### config.mk
export PLATFORM = sky130hd
export DESIGN_NAME = imem_boot_loader_flat
export DESIGN_NICKNAME = d
export VERILOG_FILES = /design/src/rtl/imem_boot_loader_pkg.sv /design/src/rtl/imem_boot_loader_if.sv /design/src/rtl/imem_boot_loader_byte_word_packer.sv /design/src/rtl/imem_boot_loader.sv /design/src/flat_wrapper.sv
export SDC_FILE = /design/constraint.sdc
export NUM_CORES = 1
export LEC_CHECK = 0
export ABC_AREA = 1
export CORE_UTILIZATION = 45
export CTS_BUF_LIST = sky130_fd_sc_hd__clkbuf_8
export DETAILED_ROUTE_END_ITERATION = 10
export PLACE_DENSITY = 0.69
export SYNTH_ARGS = -nofsm -noshare
export SYNTH_HDL_FRONTEND = slang
export SYNTH_SLANG_ARGS = --single-unit
### constraint.sdc
create_clock -name clk -period 9.55 [get_ports clk]
set_clock_uncertainty 0.05 [all_clocks]
set_input_delay 0.955 -clock clk [delete_from_list [all_inputs] [get_ports clk]]
set_output_delay 0.955 -clock clk [all_outputs]
set_load 0.005 [all_outputs]
### src/rtl/imem_boot_loader_pkg.sv
// Shared types and constants for the instruction-memory boot loader.
// Holds the loader state encoding and the frame/word geometry.
// Imported by the packer and the top-level loader.
package boot_loader_pkg;

    typedef enum logic [2:0] {
        IDLE   = 3'd0,
        LEN_LO = 3'd1,
        LEN_HI = 3'd2,
        DATA   = 3'd3,
        CSUM   = 3'd4,
        DONE   = 3'd5,
        ERROR  = 3'd6
    } state_t;

    localparam int LEN_W          = 16;
    localparam int BYTES_PER_WORD = 4;

endpackage

### src/rtl/imem_boot_loader_if.sv
// Byte-stream input and instruction-memory write port of the boot loader.
// slave: the loader side; master: the stream source / memory side.
// byte_ready is the only signal flowing back toward the stream source.
interface imem_boot_loader_if;

    logic [7:0]  byte_data;
    logic        byte_valid;
    logic        byte_ready;
    logic        imem_we;
    logic [31:0] imem_addr;
    logic [31:0] imem_wdata;

    modport slave (
        input  byte_data, byte_valid,
        output byte_ready, imem_we, imem_addr, imem_wdata
    );

    modport master (
        output byte_data, byte_valid,
        input  byte_ready, imem_we, imem_addr, imem_wdata
    );

endinterface

### src/rtl/imem_boot_loader_byte_word_packer.sv
// Packs accepted bytes into little-endian words (first byte in bits 7:0).
// Latency: word_o/word_done_o are combinational in the cycle of the last lane's byte.
// No backpressure: every asserted accept_i consumes byte_i.
module byte_word_packer
    import boot_loader_pkg::*;
(
    input  logic        clk,
    input  logic        rst,
    input  logic [7:0]  byte_i,
    input  logic        accept_i,
    output logic [31:0] word_o,
    output logic        word_done_o
);

    localparam int LANE_W = $clog2(BYTES_PER_WORD);
    localparam int SH_W   = (BYTES_PER_WORD - 1) * 8;

    logic [LANE_W-1:0] lane_q, lane_d;
    logic [SH_W-1:0]   shift_q, shift_d;
    logic              last_lane;

    assign last_lane   = (lane_q == LANE_W'(BYTES_PER_WORD - 1));
    // Earlier bytes sit in the low bits; the current byte completes the top lane.
    assign word_o      = {byte_i, shift_q};
    assign word_done_o = accept_i && last_lane;

    // Advance the lane and shift the byte in from the top on every accept.
    always_comb begin
        lane_d  = lane_q;
        shift_d = shift_q;
        if (accept_i) begin
            shift_d = {byte_i, shift_q[SH_W-1:8]};
            lane_d  = last_lane ? '0 : lane_q + 1'b1;
        end
    end

    // Lane counter and shift register.
    always_ff @(posedge clk or posedge rst) begin
        if (rst) begin
            lane_q  <= '0;
            shift_q <= '0;
        end else begin
            lane_q  <= lane_d;
            shift_q <= shift_d;
        end
    end

endmodule

### src/rtl/imem_boot_loader.sv
// Loads a framed byte stream (len, words, xor checksum) into instruction memory, holding the core in reset.
// Latency: write strobe/addr/data registered, one cycle after the 4th byte of a word.
// Backpressure: byte_ready low outside LEN_LO/LEN_HI/DATA/CSUM; bytes offered then are dropped.
module imem_boot_loader
    import boot_loader_pkg::*;
#(
    parameter int DEPTH = 64
) (
    input  logic                clk,
    input  logic                rst,
    imem_boot_loader_if.slave   bus,
    output logic                core_rst,
    output logic                load_done,
    output logic                load_error
);

    localparam int IDX_W = $clog2(DEPTH) + 1;

    state_t             state_q, state_d;
    logic [IDX_W-1:0]   idx_q, idx_d;
    logic [7:0]         acc_q, acc_d;
    logic [7:0]         len_lo_q, len_lo_d;
    logic [LEN_W-1:0]   len_q, len_d;
    logic               we_q, we_d;
    logic [31:0]        addr_q, addr_d;
    logic [31:0]        wdata_q, wdata_d;

    logic               accept;
    logic               data_accept;
    logic [31:0]        word;
    logic               word_done;
    logic [LEN_W-1:0]   len_full;
    logic [IDX_W-1:0]   idx_next;
    logic               last_word;

    assign accept      = bus.byte_valid && bus.byte_ready;
    assign data_accept = accept && (state_q == DATA);
    assign len_full    = {bus.byte_data, len_lo_q};
    assign idx_next    = idx_q + 1'b1;
    assign last_word   = (LEN_W'(idx_next) == len_q);

    byte_word_packer u_packer (
        .clk         (clk),
        .rst         (rst),
        .byte_i      (bus.byte_data),
        .accept_i    (data_accept),
        .word_o      (word),
        .word_done_o (word_done)
    );

    // Next state, counters, checksum accumulator and write-port staging.
    always_comb begin
        state_d  = state_q;
        idx_d    = idx_q;
        acc_d    = acc_q;
        len_lo_d = len_lo_q;
        len_d    = len_q;
        we_d     = 1'b0;
        addr_d   = addr_q;
        wdata_d  = wdata_q;
        case (state_q)
            IDLE: state_d = LEN_LO;
            LEN_LO: begin
                if (accept) begin
                    len_lo_d = bus.byte_data;
                    state_d  = LEN_HI;
                end
            end
            LEN_HI: begin
                if (accept) begin
                    len_d = len_full;
                    if (len_full > LEN_W'(DEPTH)) begin
                        state_d = ERROR;
                    end else if (len_full == '0) begin
                        state_d = CSUM;
                    end else begin
                        state_d = DATA;
                    end
                end
            end
            DATA: begin
                if (accept) begin
                    acc_d = acc_q ^ bus.byte_data;
                    if (word_done) begin
                        we_d    = 1'b1;
                        addr_d  = {{(32 - IDX_W - 2){1'b0}}, idx_q, 2'b00};
                        wdata_d = word;
                        idx_d   = idx_next;
                        if (last_word) begin
                            state_d = CSUM;
                        end
                    end
                end
            end
            CSUM: begin
                if (accept) begin
                    state_d = (bus.byte_data == acc_q) ? DONE : ERROR;
                end
            end
            DONE, ERROR: state_d = state_q;
            default: state_d = IDLE;
        endcase
    end

    // State and datapath registers; reset aborts any load in progress.
    always_ff @(posedge clk or posedge rst) begin
        if (rst) begin
            state_q  <= IDLE;
            idx_q    <= '0;
            acc_q    <= '0;
            len_lo_q <= '0;
            len_q    <= '0;
            we_q     <= 1'b0;
            addr_q   <= '0;
            wdata_q  <= '0;
        end else begin
            state_q  <= state_d;
            idx_q    <= idx_d;
            acc_q    <= acc_d;
            len_lo_q <= len_lo_d;
            len_q    <= len_d;
            we_q     <= we_d;
            addr_q   <= addr_d;
            wdata_q  <= wdata_d;
        end
    end

    // Status and handshake outputs decoded from the registered state.
    always_comb begin
        bus.byte_ready = (state_q == LEN_LO) || (state_q == LEN_HI) ||
                         (state_q == DATA)   || (state_q == CSUM);
        core_rst       = (state_q != DONE);
        load_done      = (state_q == DONE);
        load_error     = (state_q == ERROR);
    end

    assign bus.imem_we    = we_q;
    assign bus.imem_addr  = addr_q;
    assign bus.imem_wdata = wdata_q;

endmodule

### src/flat_wrapper.sv
// flat-port wrapper written by rule: the top's interface ports become plain ports
module imem_boot_loader_flat import boot_loader_pkg::*;
#(
    parameter int DEPTH = 64
)
  (clk, rst, core_rst, load_done, load_error, bus_byte_data, bus_byte_valid, bus_byte_ready, bus_imem_we, bus_imem_addr, bus_imem_wdata);
  imem_boot_loader_if bus_i ();
  input  logic clk;
  input  logic rst;
  output logic core_rst;
  output logic load_done;
  output logic load_error;
  input wire logic [$bits(bus_i.byte_data)-1:0] bus_byte_data;
  input wire logic [$bits(bus_i.byte_valid)-1:0] bus_byte_valid;
  output wire logic [$bits(bus_i.byte_ready)-1:0] bus_byte_ready;
  output wire logic [$bits(bus_i.imem_we)-1:0] bus_imem_we;
  output wire logic [$bits(bus_i.imem_addr)-1:0] bus_imem_addr;
  output wire logic [$bits(bus_i.imem_wdata)-1:0] bus_imem_wdata;
  assign bus_i.byte_data = bus_byte_data;
  assign bus_i.byte_valid = bus_byte_valid;
  assign bus_byte_ready = bus_i.byte_ready;
  assign bus_imem_we = bus_i.imem_we;
  assign bus_imem_addr = bus_i.imem_addr;
  assign bus_imem_wdata = bus_i.imem_wdata;
  imem_boot_loader #(.DEPTH(DEPTH)) u_core (.clk(clk), .rst(rst), .bus(bus_i), .core_rst(core_rst), .load_done(load_done), .load_error(load_error));
endmodule
# Word level (Yosys, flattened, before mapping)
# Cells that the tools add are included.
# totals
ff_bits,108
inputBits,11
output_inout_bits,69
# classes
add_sub_neg,2
n_lt_le_gt_ge,1
n_eq_ne,16
mux,14
n_bitwise,2
reduce_logical,14
# op_table
operator,count
3-bit 2-to-1 mux,8
3-bit one-hot mux with 6 select lines,1
7-bit by 16-bit equality test with 1-bit output,1
"16-bit by 7-bit > comparator with 1-bit output, second input constant",1
16-bit zero test,1
"2-bit by 1-bit inequality test with 1-bit output, second input constant",5
"3-bit equality test, second input constant",3
8-bit equality test,1
8-bit bitwise XOR,1
"7-bit by 1-bit adder with 7-bit output, second input constant",1
7-bit AND reduction,1
"3-bit by 2-bit equality test with 1-bit output, second input constant",2
2-bit AND reduction,3
2-bit 2-to-1 mux,2
"3-bit by 1-bit equality test with 1-bit output, second input constant",1
1-bit logical AND,3
3-bit zero test,1
1-bit logical OR,3
1-bit 2-to-1 mux,3
"3-bit inequality test, second input constant",1
3-bit AND reduction,1
"2-bit by 1-bit adder with 2-bit output, second input constant",1
"2-bit equality test, second input constant",1
"2-bit inequality test, second input constant",1
2 further kinds,2

# Longest topological paths before layout
# Gate-level depths: netlist of the first run.
# logic_depth
depth_word,10
depth_mapped,12

# By module
# From an unflattened synthesis of the first run, not the netlist that was laid out.
# unflattened
cells_unflattened,590
area_unflattened_um2,4974.8
# by_module_without_submodules
module,n_inst,cells_per_inst,area_each_um2,seq_area_each_um2
imem_boot_loader,1,475,3863.7,2052.0
byte_word_packer,1,115,1111.1,650.6

# Worst setup path before layout of the first run
# OpenSTA, ideal clock, no wires.
# synth_path
path_type,reg2out
from,register u_core.state_q[2]
to,output bus_byte_ready
t_arrival_ps,838
slack_ps,7707
stages_incl_launch_ff,5
path_cell_list,dfrtp_1 -> buf_2 -> nor2_1 -> inv_1 -> nand3b_1
# synth_via
elab_chain_len,4
elab_cells_between_ends,7
# synth_lines
item,line_no,source
start: declaration,imem_boot_loader.sv:19,"state_t state_q, state_d;"
start signal: assignment,imem_boot_loader.sv:117,state_q <= state_d;
3-bit by 1-bit equality test with 1-bit output / 3-bit by 2-bit equality test with 1-bit output (equally long branches),imem_boot_loader.sv:130,bus.byte_ready = (state_q == LEN_LO) || (state_q == LEN_HI) ||
1-bit logical OR (2 in series),imem_boot_loader.sv:130,
1-bit logical OR *,imem_boot_loader.sv:131,(state_q == DATA) || (state_q == CSUM);
end: declaration,flat_wrapper.sv:15,output wire logic [$bits(bus_i.byte_ready)-1:0] bus_byte_ready;
# Every way passes the cells marked *; elsewhere a longest branch is shown, timed or not.

# Final worst setup path of the first run
# layout_path
from,input bus_byte_valid
to,register u_core.wdata_q[18] (netlist: u_core.bus.imem_wdata[18])
# layout_via
elab_chain_len,4
# layout_lines
item,line_no,source
start: declaration,flat_wrapper.sv:14,input wire logic [$bits(bus_i.byte_valid)-1:0] bus_byte_valid;
1-bit logical AND *,imem_boot_loader.sv:36,assign accept = bus.byte_valid && bus.byte_ready;
1-bit logical AND,imem_boot_loader.sv:37,assign data_accept = accept && (state_q == DATA);
1-bit logical AND,imem_boot_loader_byte_word_packer.sv:25,assign word_done_o = accept_i && last_lane;
3-bit AND reduction (no source line) *,-,
end signal: assignment,imem_boot_loader.sv:124,wdata_q <= wdata_d;
end: declaration,imem_boot_loader.sv:26,"logic [31:0] wdata_q, wdata_d;"
# Marks and branches as above.
# A chain may end at the register's enable or synchronous reset.

==> run metrics, run 1 <==
ys flop type=dfrtp_1; maximum number of pins on one net before global-route repair=80; largest delay contributor family on the critical path=buffers and inverters; Worst setup EP type=flop; Vias=3,382; CTS tree=done; EDFF count, synth=0; Post-synth ARST share=100%; final setup vio count=0; sequential area share after synthesis=57.2%; GPL Wtd Cong=0.830; Fin Hold WS=0.431 ns; vias in the first global route=3,127; CP max stage cell=inv_2; Worst Path Max Fanout=79; RSZ-0062 raised after global routing=false; number of diodes=0; outcome=finished, final reports clean; kind of critical path=in -> reg; total grt overflow=0; Initial Util=between 40% and 50%; initial antenna violation count=0; CP bufs+invs=2; setup TNS=0 ns; crit path launch type=primary input; max-cap violation count=0; PwrDens=238 nW/um^2; Mapped Area=between 4000 and 5000 sq um; Cells after Synth=around 530; worst r2r src=u_core.state_q[1]; FMAX=330 MHz; sequential power share=between 50 and 60%; CP Cell Sequence=clkdlybuf4s50_1, nand2_4, nor2_8, inv_2, o21ai_0; final hold vios=0; Tcrit/Tclk final=31.7%; Num CTS Buffers=9; Die Ht=around 100 um; Sw Ratio=around a third; flop-to-flop setup slack=7.05 ns; Logic pwr share=27.6%; initial DRC count=126; Ys Warns=0; DRC=0; CORE AREA=10,200 sq um; Synth Register Bits=108; post-route ant nets=0; most common cell in the netlist=nand2_1; die width=~100 um; CP Launch Point=bus_byte_valid; Die Area=10,900 sq um; CTS Hold Bufs=0; DR WL/cell=11.8 um; Final Routed Wirelength=between 8000 and 9000 um; crit path DAT=roughly 3.2 ns; Clock Power Share=19.7%; Slew @ Worst Pin=1.09 ns; row cnt=37; Synth Area per Inst=8.85 sq um; Tmin final=3.03 ns; top post-synthesis cells by area=dfrtp_1, nand2_1, o21ai_0; Finished Cell Area=5450 sq um; Clock Latency Late Sink=0.36 ns; Syn-to-layout area delta=15.4%; PortBufs=54; static leakage=roughly 2.7 nW; Worst slew margin=between 20% and 30%; Clock Sinks=around 110; most common library cells after synthesis=nand2_1, dfrtp_1, o21ai_0; post-CTS sizing=0; share of the synthesized area in the top cell type=a little under three fifths; num ports=80; share of post-route cells with drive strength above 1=4.62%; Req. time, crit path=between 9 and 10 ns; H-tree Lvls=3; setup bufs post-CTS=0; first-pass GRT wire length=about 15,000 um; CP max stage delay=roughly 0.8 ns; GRT Total Usage=17.0%; Final Max Tran Viols=0; nets=slightly below 600; Cell Area, Placed=between 5000 and 6000 sq um; hold crit path type=reg -> reg; Via density=4.70; Psw=0.442 mW; Max clock buf depth=2; DR pass1 iterations=4; Worst Hold Launch=u_core.bus.imem_addr[2]; Max VDD drop=0.0970 mV; synth unique cells=27; clock slew at reported path FFs=roughly 0.1 ns; Synth area leader=dfrtp_1; hpwl dp=5940 um; P_int=0.856 mW; Root Buffer=clkbuf_8
worst min-delay path: stages, from the launching register on:
cell     delay, ns
dfrtp_1       0.36
nand2_1       0.06
nand2_1       0.04
area by class of cell:
type | count | area, sq um
Tap cell | 136 | 170
Fill cell | 983 | 4780
Sequential cell | 108 | 2700
Timing Repair Buffer | 55 | 548
Clock buffer | 9 | 124
Multi-Input combinational cell | 353 | 1650
Inverter | 52 | 198
Clock inverter | 7 | 60.1
per-stage QoR:
stage	cells	utilization, %	power, mW	setup slack, ns
after floorplan	558	-	0.933	5.70
after global placement	704	51.5	1.03	6.19
after detailed placement	704	51.5	1.05	6.15
after CTS	720	53.3	1.31	6.53
after global routing	720	53.3	1.40	6.30
final	720	53.3	1.30	6.52
final timing paths:
kind / endpoint / depth (start not counted)
worst max-delay path: u_core.bus.imem_wdata[18] / 5
worst min-delay path: u_core.bus.imem_addr[2] / 2
worst max register to register: u_core.bus.imem_wdata[18] / 6
worst min register to register: u_core.bus.imem_addr[2] / 2
max in group asynchronous: u_core.u_packer.shift_q[18] / 3
min in group asynchronous: u_core.bus.imem_addr[5] / 2
layer usage:
metal / part of all wire [%] / vias up / global-route usage [%]
li1: - / 1714 / -
met1: 49 / 1591 / 23.7
met2: 47 / 72 / 26.7
met3: 2.9 / 5 / 3.57
met4: 1.1 / 0 / 4.90
met5: 0 / - / 0
power by group through the flow:
stage / registers (mW) / logic [mW] / clock network [mW]
finish: 0.683 / 0.359 / 0.255
global route: 0.700 / 0.418 / 0.282
CTS: 0.683 / 0.363 / 0.264
detailed placement: 0.691 / 0.361 / 0
global placement: 0.684 / 0.347 / 0
floorplan: 0.667 / 0.266 / 0
cells by family (layout without fill, tap and decap cells):
kind of cell,count (synthesis),after routing,synth area share [%]
muxes,3,3,0.715
DFF,108,108,57.2
AOI/OAI and AO/OA,89,89,9.53
adders and majority gates,2,2,0.529
and+or+nand+nor,220,220,19.0
other,1,25,0.0793
xor gates and xnor gates,14,14,3.18
buffers and inverters,97,123,9.79
flip-flops by register name, indices dropped and copies added (netlist names):
register and cells:
u_core.bus.imem_wdata 32, u_core.u_packer.shift_q 24, u_core.len_q 16, u_core.acc_q 8, u_core.len_lo_q 8, u_core.bus.imem_addr 7, u_core.idx_q 7, u_core.state_q 3
u_core.u_packer.lane_q 2, u_core.bus.imem_we 1
cells in the final DEF (no fill, tap or decap), types with 6 or more instances in the layout:
cell type	Yosys	layout
nand2_1	172	172
dfrtp_1	108	108
o21ai_0	84	84
clkdlybuf4s50_1	0	54
inv_1	51	50
conb_1	1	25
nor2_1	22	22
nand3_1	11	11
clkbuf_8	0	9
xor2_1	8	8
nand4_1	6	6
(Power assumes the default switching activity.)
==> run 2, diff against run 1 <==
Clock period 9.55 ns to 3.1 ns, I/O delays scaled along.
==> run 2 against run 1 <==
Compared with the run above: via count fell by 2.0%; sequential share of layout area about the same; critical endpoint is now bus_byte_ready; critical path depth grew 1; highest routed layer unchanged; clock-buffer cell count is 1 higher; worst hold slack lost 0.13 ns; final cell count did not move; die area did not move; design area about the same; global-route usage grew 0.24 points; total power rose to 3.1 times the previous value; register-to-register slack got worse by 6.1 ns.
==> run metrics, run 2 (synthesis results as in run 1) <==
outcome=finished, final reports clean (unchanged); H-tree Lvls=3 (unchanged); CP dominant cell by count=inv_1; r2r endpoint=u_core.idx_q[6] (was u_core.bus.imem_wdata[18]); Via density=4.60 (was 4.70); Slew @ Worst Pin=1.09 ns (about the same); most common cell after layout, fill and taps aside=nand2_1 (unchanged); share of post-route cells with drive strength above 1=4.45% (was 4.62%); Worst slew margin=26.9% (was 27.3%); crit path DAT=1.83 ns (was 3.18 ns); post-CTS sizing=0 (unchanged); clock slew at reported path FFs=0.10 ns (about the same); RSZ-0062 raised after global routing=false (unchanged); maximum number of pins on one net before global-route repair=82 (was 80); flop-to-flop setup slack=0.96 ns (was 7.05 ns); die width=104 um (unchanged); Vias=3,315 (was 3,382); DR WL/cell=12.0 um (was 11.8 um); PnR worst setup slack=0.905 ns (was 6.52 ns); vias in the first global route=3,123 (was 3,127); Clock Latency Late Sink=0.36 ns (about the same); GPL Wtd Cong=0.853 (was 0.830); Root Buffer=clkbuf_8 (unchanged); DR pass1 iterations=4 (unchanged); num ports=80 (unchanged); Tmin final=between 2 and 2.5 ns; Fin Hold WS=0.306 ns (was 0.431 ns); initial antenna violation count=0 (unchanged); hpwl dp=5880 um (was 5940 um); row cnt=37 (unchanged); Finished Cell Area=5460 sq um (was 5450 sq um); setup TNS=0 ns (unchanged); max reg flops=32 (unchanged); dpl cells=705 (was 704); FMAX=456 MHz; PortBufs=54 (unchanged); Die Ht=104 um (unchanged); Die Area=10,900 sq um (unchanged); worst r2r src=u_core.u_packer.lane_q[0] (was u_core.state_q[1]); final cell count without fillers=720 (unchanged); Power Total=3.97 mW (was 1.30 mW); Clock Sinks=108 (unchanged); Worst Path Max Fanout=4 (was 79); Max clock buf depth=2 (unchanged); most frequent cells in the layout=nand2_1, dfrtp_1, o21ai_0 (unchanged); Final Routed Wirelength=8640 um (was 8510 um); CP max stage delay=0.50 ns (was 0.81 ns); CTS Hold Bufs=0 (unchanged); CP max stage cell=clkdlybuf4s50_1 (was inv_2); first-pass GRT wire length=14,900 um (about the same); CORE AREA=10,200 sq um (unchanged); Max VDD drop=0.349 mV (was 0.0970 mV); kind of critical path=reg -> out (was in -> reg); Final Max Tran Viols=0 (unchanged); CP Cell Sequence=inv_1, nand2_1, nor2_1, inv_1, nand3b_1, clkdlybuf4s50_1 (was clkdlybuf4s50_1, nand2_4, nor2_8, inv_2, o21ai_0); final hold vios=0 (unchanged); Tcrit/Tclk final=between 70% and 80%; Num CTS Buffers=9 (unchanged); crit path launch type=flop (was primary input); final setup vio count=0 (unchanged); Worst setup EP type=output pin (was flop); DP Worst Slack=0.730 ns (was 6.15 ns); Syn-to-layout area delta=15.5% (was 15.4%); Worst R2R Path Depth=5 (was 6); number of diodes=0 (unchanged); PwrDens=726 nW/um^2 (was 238 nW/um^2); initial DRC count=179 (was 126); Initial Util=46.2% (unchanged); hold crit path type=in -> async (was reg -> reg); nets=593 (was 592); total grt overflow=0 (unchanged); static leakage=2.68 nW (was 2.67 nW); Layout Utilization=53.4% (was 53.3%); Cell Area, Placed=5290 sq um (was 5270 sq um); max-cap violation count=0 (unchanged); Req. time, crit path=2.74 ns (was 9.70 ns); setup bufs post-CTS=0 (unchanged); post-route ant nets=0 (unchanged); DRC=0 (unchanged); CTS tree=done (unchanged); GRT Total Usage=17.2% (was 17.0%)
[run 2: cell types whose count changed in the layout (fill, tap and decap cells not counted), sizes merged]
cell	delta
inv	-2
clkbuf	+1
clkinv	+1
buf	+1
clkinvlp	-1
[run 2: worst max-delay path: cells and delay by family, from the launching register on]
| family | cells | cell delay [ns] |
|---|---|---|
| buffers and inverters | 3 | 0.68 |
| DFF | 1 | 0.42 |
| and+or+nand+nor | 3 | 0.39 |
[run 2: how the worst max path moves through the flow]
stage | from | to | slack (ns) | cells past startpoint
global route | u_core.u_packer.lane_q[0] | u_core.bus.imem_addr[7] | 0.74 | 5
floorplan | rst | u_core.acc_q[0] | 1.44 | 1
global placement | bus_byte_valid | u_core.idx_q[6] | 0.79 | 5
CTS | u_core.state_q[0] | bus_byte_ready | 0.89 | 6
detailed placement | bus_byte_valid | u_core.idx_q[6] | 0.73 | 5
finish | u_core.state_q[0] | bus_byte_ready | 0.91 | 6
[run 2: final cells by class]
type	count	area, sq um
multi-input cells	353	1650
well taps	136	170
fillers	979	4770
flip-flops and latches	108	2700
repair buffers	56	568
clock inverters	5	30.0
clock buffers	10	138
inverters	52	199
[run 2: layer usage]
layer	GRT usage (%)	up-vias	wire length (um)
li1	-	1713	-
met1	24.5	1526	4240
met2	26.4	67	3990
met3	2.32	9	282
met4	7.45	0	123
met5	0	-	0
[run 2: power by group]
part / internal (mW) / switching [mW] / leakage [nW]
Combinational: 0.508 / 0.598 / 1.15
Sequential: 1.83 / 0.278 / 1.44
Clock: 0.306 / 0.447 / 0.0893
==> run 3, diff against run 2 <==
Settings changed: PLACE_DENSITY 0.69 to 0.72.
Clock period 3.1 ns to 1.91 ns, I/O delays scaled along.
==> run 3 against run 2 <==
Compared with the run above: sequential power is 61% higher; combinational power grew 78%; wire length rose by 4.1%; largest cell class unchanged.
==> run metrics, run 3 (synthesis results as in run 1) <==
total grt overflow=0 (unchanged); max-cap violation count=0 (unchanged); setup TNS=0 ns (unchanged); crit path launch type=flop (unchanged); CORE AREA=10,200 sq um (unchanged); Worst Path Max Fanout=5 (was 4); vias in the first global route=3,375 (was 3,123); Vias=3,443 (was 3,315); fill cell count=929 (was 979); hold crit path type=in -> async (unchanged); DR pass1 iterations=4 (unchanged); Worst R2R Path Depth=12 (was 5); Num CTS Buffers=9 (unchanged); maximum number of pins on one net before global-route repair=109 (was 82); Die Area=10,900 sq um (unchanged); Cell Area, Placed=5400 sq um (was 5290 sq um); FMAX=542 MHz; Clock Sinks=108 (unchanged); Syn-to-layout area delta=20.3% (was 15.5%); num ports=80 (unchanged); clock slew at reported path FFs=0.12 ns (was 0.10 ns); Power Total=6.85 mW (was 3.97 mW); Via density=4.65 (was 4.60); Final Routed Wirelength=8990 um (was 8640 um); Final Max Tran Viols=0 (unchanged); max reg flops=32 (unchanged); post-route ant nets=0 (unchanged); first-pass GRT wire length=15,800 um (was 14,900 um); outcome=finished, final reports clean (unchanged); share of post-route cells with drive strength above 1=8.94% (was 4.45%); final hold vios=0 (unchanged); nets=612 (was 593); Tmin final=1.84 ns; final cell count without fillers=740 (was 720); kind of critical path=reg -> out (unchanged); GPL Wtd Cong=0.800 (was 0.853); PwrDens=1200 nW/um^2 (was 726 nW/um^2); Reg area=2710 sq um (was 2700 sq um); Worst setup EP type=output pin (unchanged); DRC=0 (unchanged); PortBufs=54 (unchanged); Tcrit/Tclk final=a little under 100%; die width=104 um (unchanged); most frequent cells in the layout=nand2_1, dfrtp_1, o21ai_0 (unchanged); initial antenna violation count=0 (unchanged); area of the multi-input gates=1670 sq um (was 1650 sq um); CTS tree=done (unchanged); DR WL/cell=12.2 um (was 12.0 um); Max clock buf depth=2 (unchanged); crit path DAT=1.60 ns (was 1.83 ns); final setup vio count=0 (unchanged); hpwl dp=6170 um (was 5880 um); CTS Hold Bufs=0 (unchanged); Req. time, crit path=1.67 ns (was 2.74 ns); Slew @ Worst Pin=0.591 ns (was 1.09 ns); Root Buffer=clkbuf_8 (unchanged); Finished Cell Area=5690 sq um (was 5460 sq um); Max VDD drop=0.622 mV (was 0.349 mV); dpl cells=718 (was 705); H-tree Lvls=3 (unchanged); static leakage=2.79 nW (was 2.68 nW); Worst slew margin=60.6% (was 26.9%); row cnt=37 (unchanged); initial DRC count=178 (was 179); GRT Total Usage=18.1% (was 17.2%); Die Ht=104 um (unchanged); Initial Util=46.2% (unchanged); number of diodes=0 (unchanged); most common cell after layout, fill and taps aside=nand2_1 (unchanged); Clock Latency Late Sink=0.37 ns (was 0.36 ns)
[run 3: cell count changes in the layout (fill, tap and decap cells not counted), sizes merged]
| cell | before | now |
|---|---|---|
| buf | 2 | 21 |
| bufinv | 0 | 1 |
| clkbuf | 10 | 9 |
| clkdlybuf4s50 | 54 | 53 |
| clkinvlp | 2 | 1 |
| dlygate4sd2 | 0 | 1 |
| inv | 52 | 54 |
[run 3: path summary, 6_finish.rpt]
kind                                            startpoint                  endpoint  slack, ns
worst max-delay path                     u_core.state_q[1]                 load_done       0.07
worst min-delay path                                   rst        u_core.bus.imem_we       0.21
worst max register to register             u_core.idx_q[1]         u_core.state_q[1]       0.22
worst min register to register  u_core.u_packer.shift_q[2]  u_core.bus.imem_wdata[2]       0.42
max in group asynchronous                              rst         u_core.state_q[1]       1.06
min in group clk                u_core.u_packer.shift_q[2]  u_core.bus.imem_wdata[2]       0.42
[run 3: repair_timing]
item / CTS / global route
cloned: 0 / 0
pin swaps: 3 / 0
gates resized for setup: 5 / 3
endpoints found under the setup margin: 4 / 4
buffers inserted: 4 / 2
[run 3: per-layer routing]
| layer | GRT usage, % | wire length, um |
|---|---|---|
| met2 | 28.5 | 4110 |
| met5 | 0 | 0 |
| met1 | 25.5 | 4440 |
| met4 | 5.10 | 97 |
| met3 | 3.70 | 342 |
[run 3: report_power, final]
group / switching [mW] / internal [mW] / leakage [nW] / total, mW
clock network: 0.830 / 0.641 / 0.109 / 1.47
registers: 0.428 / 2.97 / 1.44 / 3.40
logic: 1.05 / 0.927 / 1.25 / 1.98
total: 2.31 / 4.54 / 2.79 / 6.85
[run 3: per-stage QoR]
stage | hold slack [ns] | worst slack [ns] | util, %
after floorplan | 0.338 | 0.284 | -
after global placement | 0.402 | 0.114 | 52.8
after detailed placement | 0.408 | 0.0591 | 52.8
after CTS | 0.284 | 0.00286 | 55.3
after global routing | 0.325 | -0.0107 | 55.6
final | 0.214 | 0.0662 | 55.6
[run 3: cell type report]
cell class              count  share of cell area, %
flip-flops and latches    108                   47.6
repair buffers             75                   12.7
clock inverters             7                   1.63
inverters                  52                   3.50
clock buffers               9                   2.18
multi-input cells         353                   29.4
well taps                 136                   2.99
[run 3: worst max-delay path, cell delays in order (launching register included)]
cell	delay (ns)
dfrtp_2	0.45
nor2_1	0.11
inv_1	0.07
nor2_2	0.10
clkdlybuf4s50_1	0.50
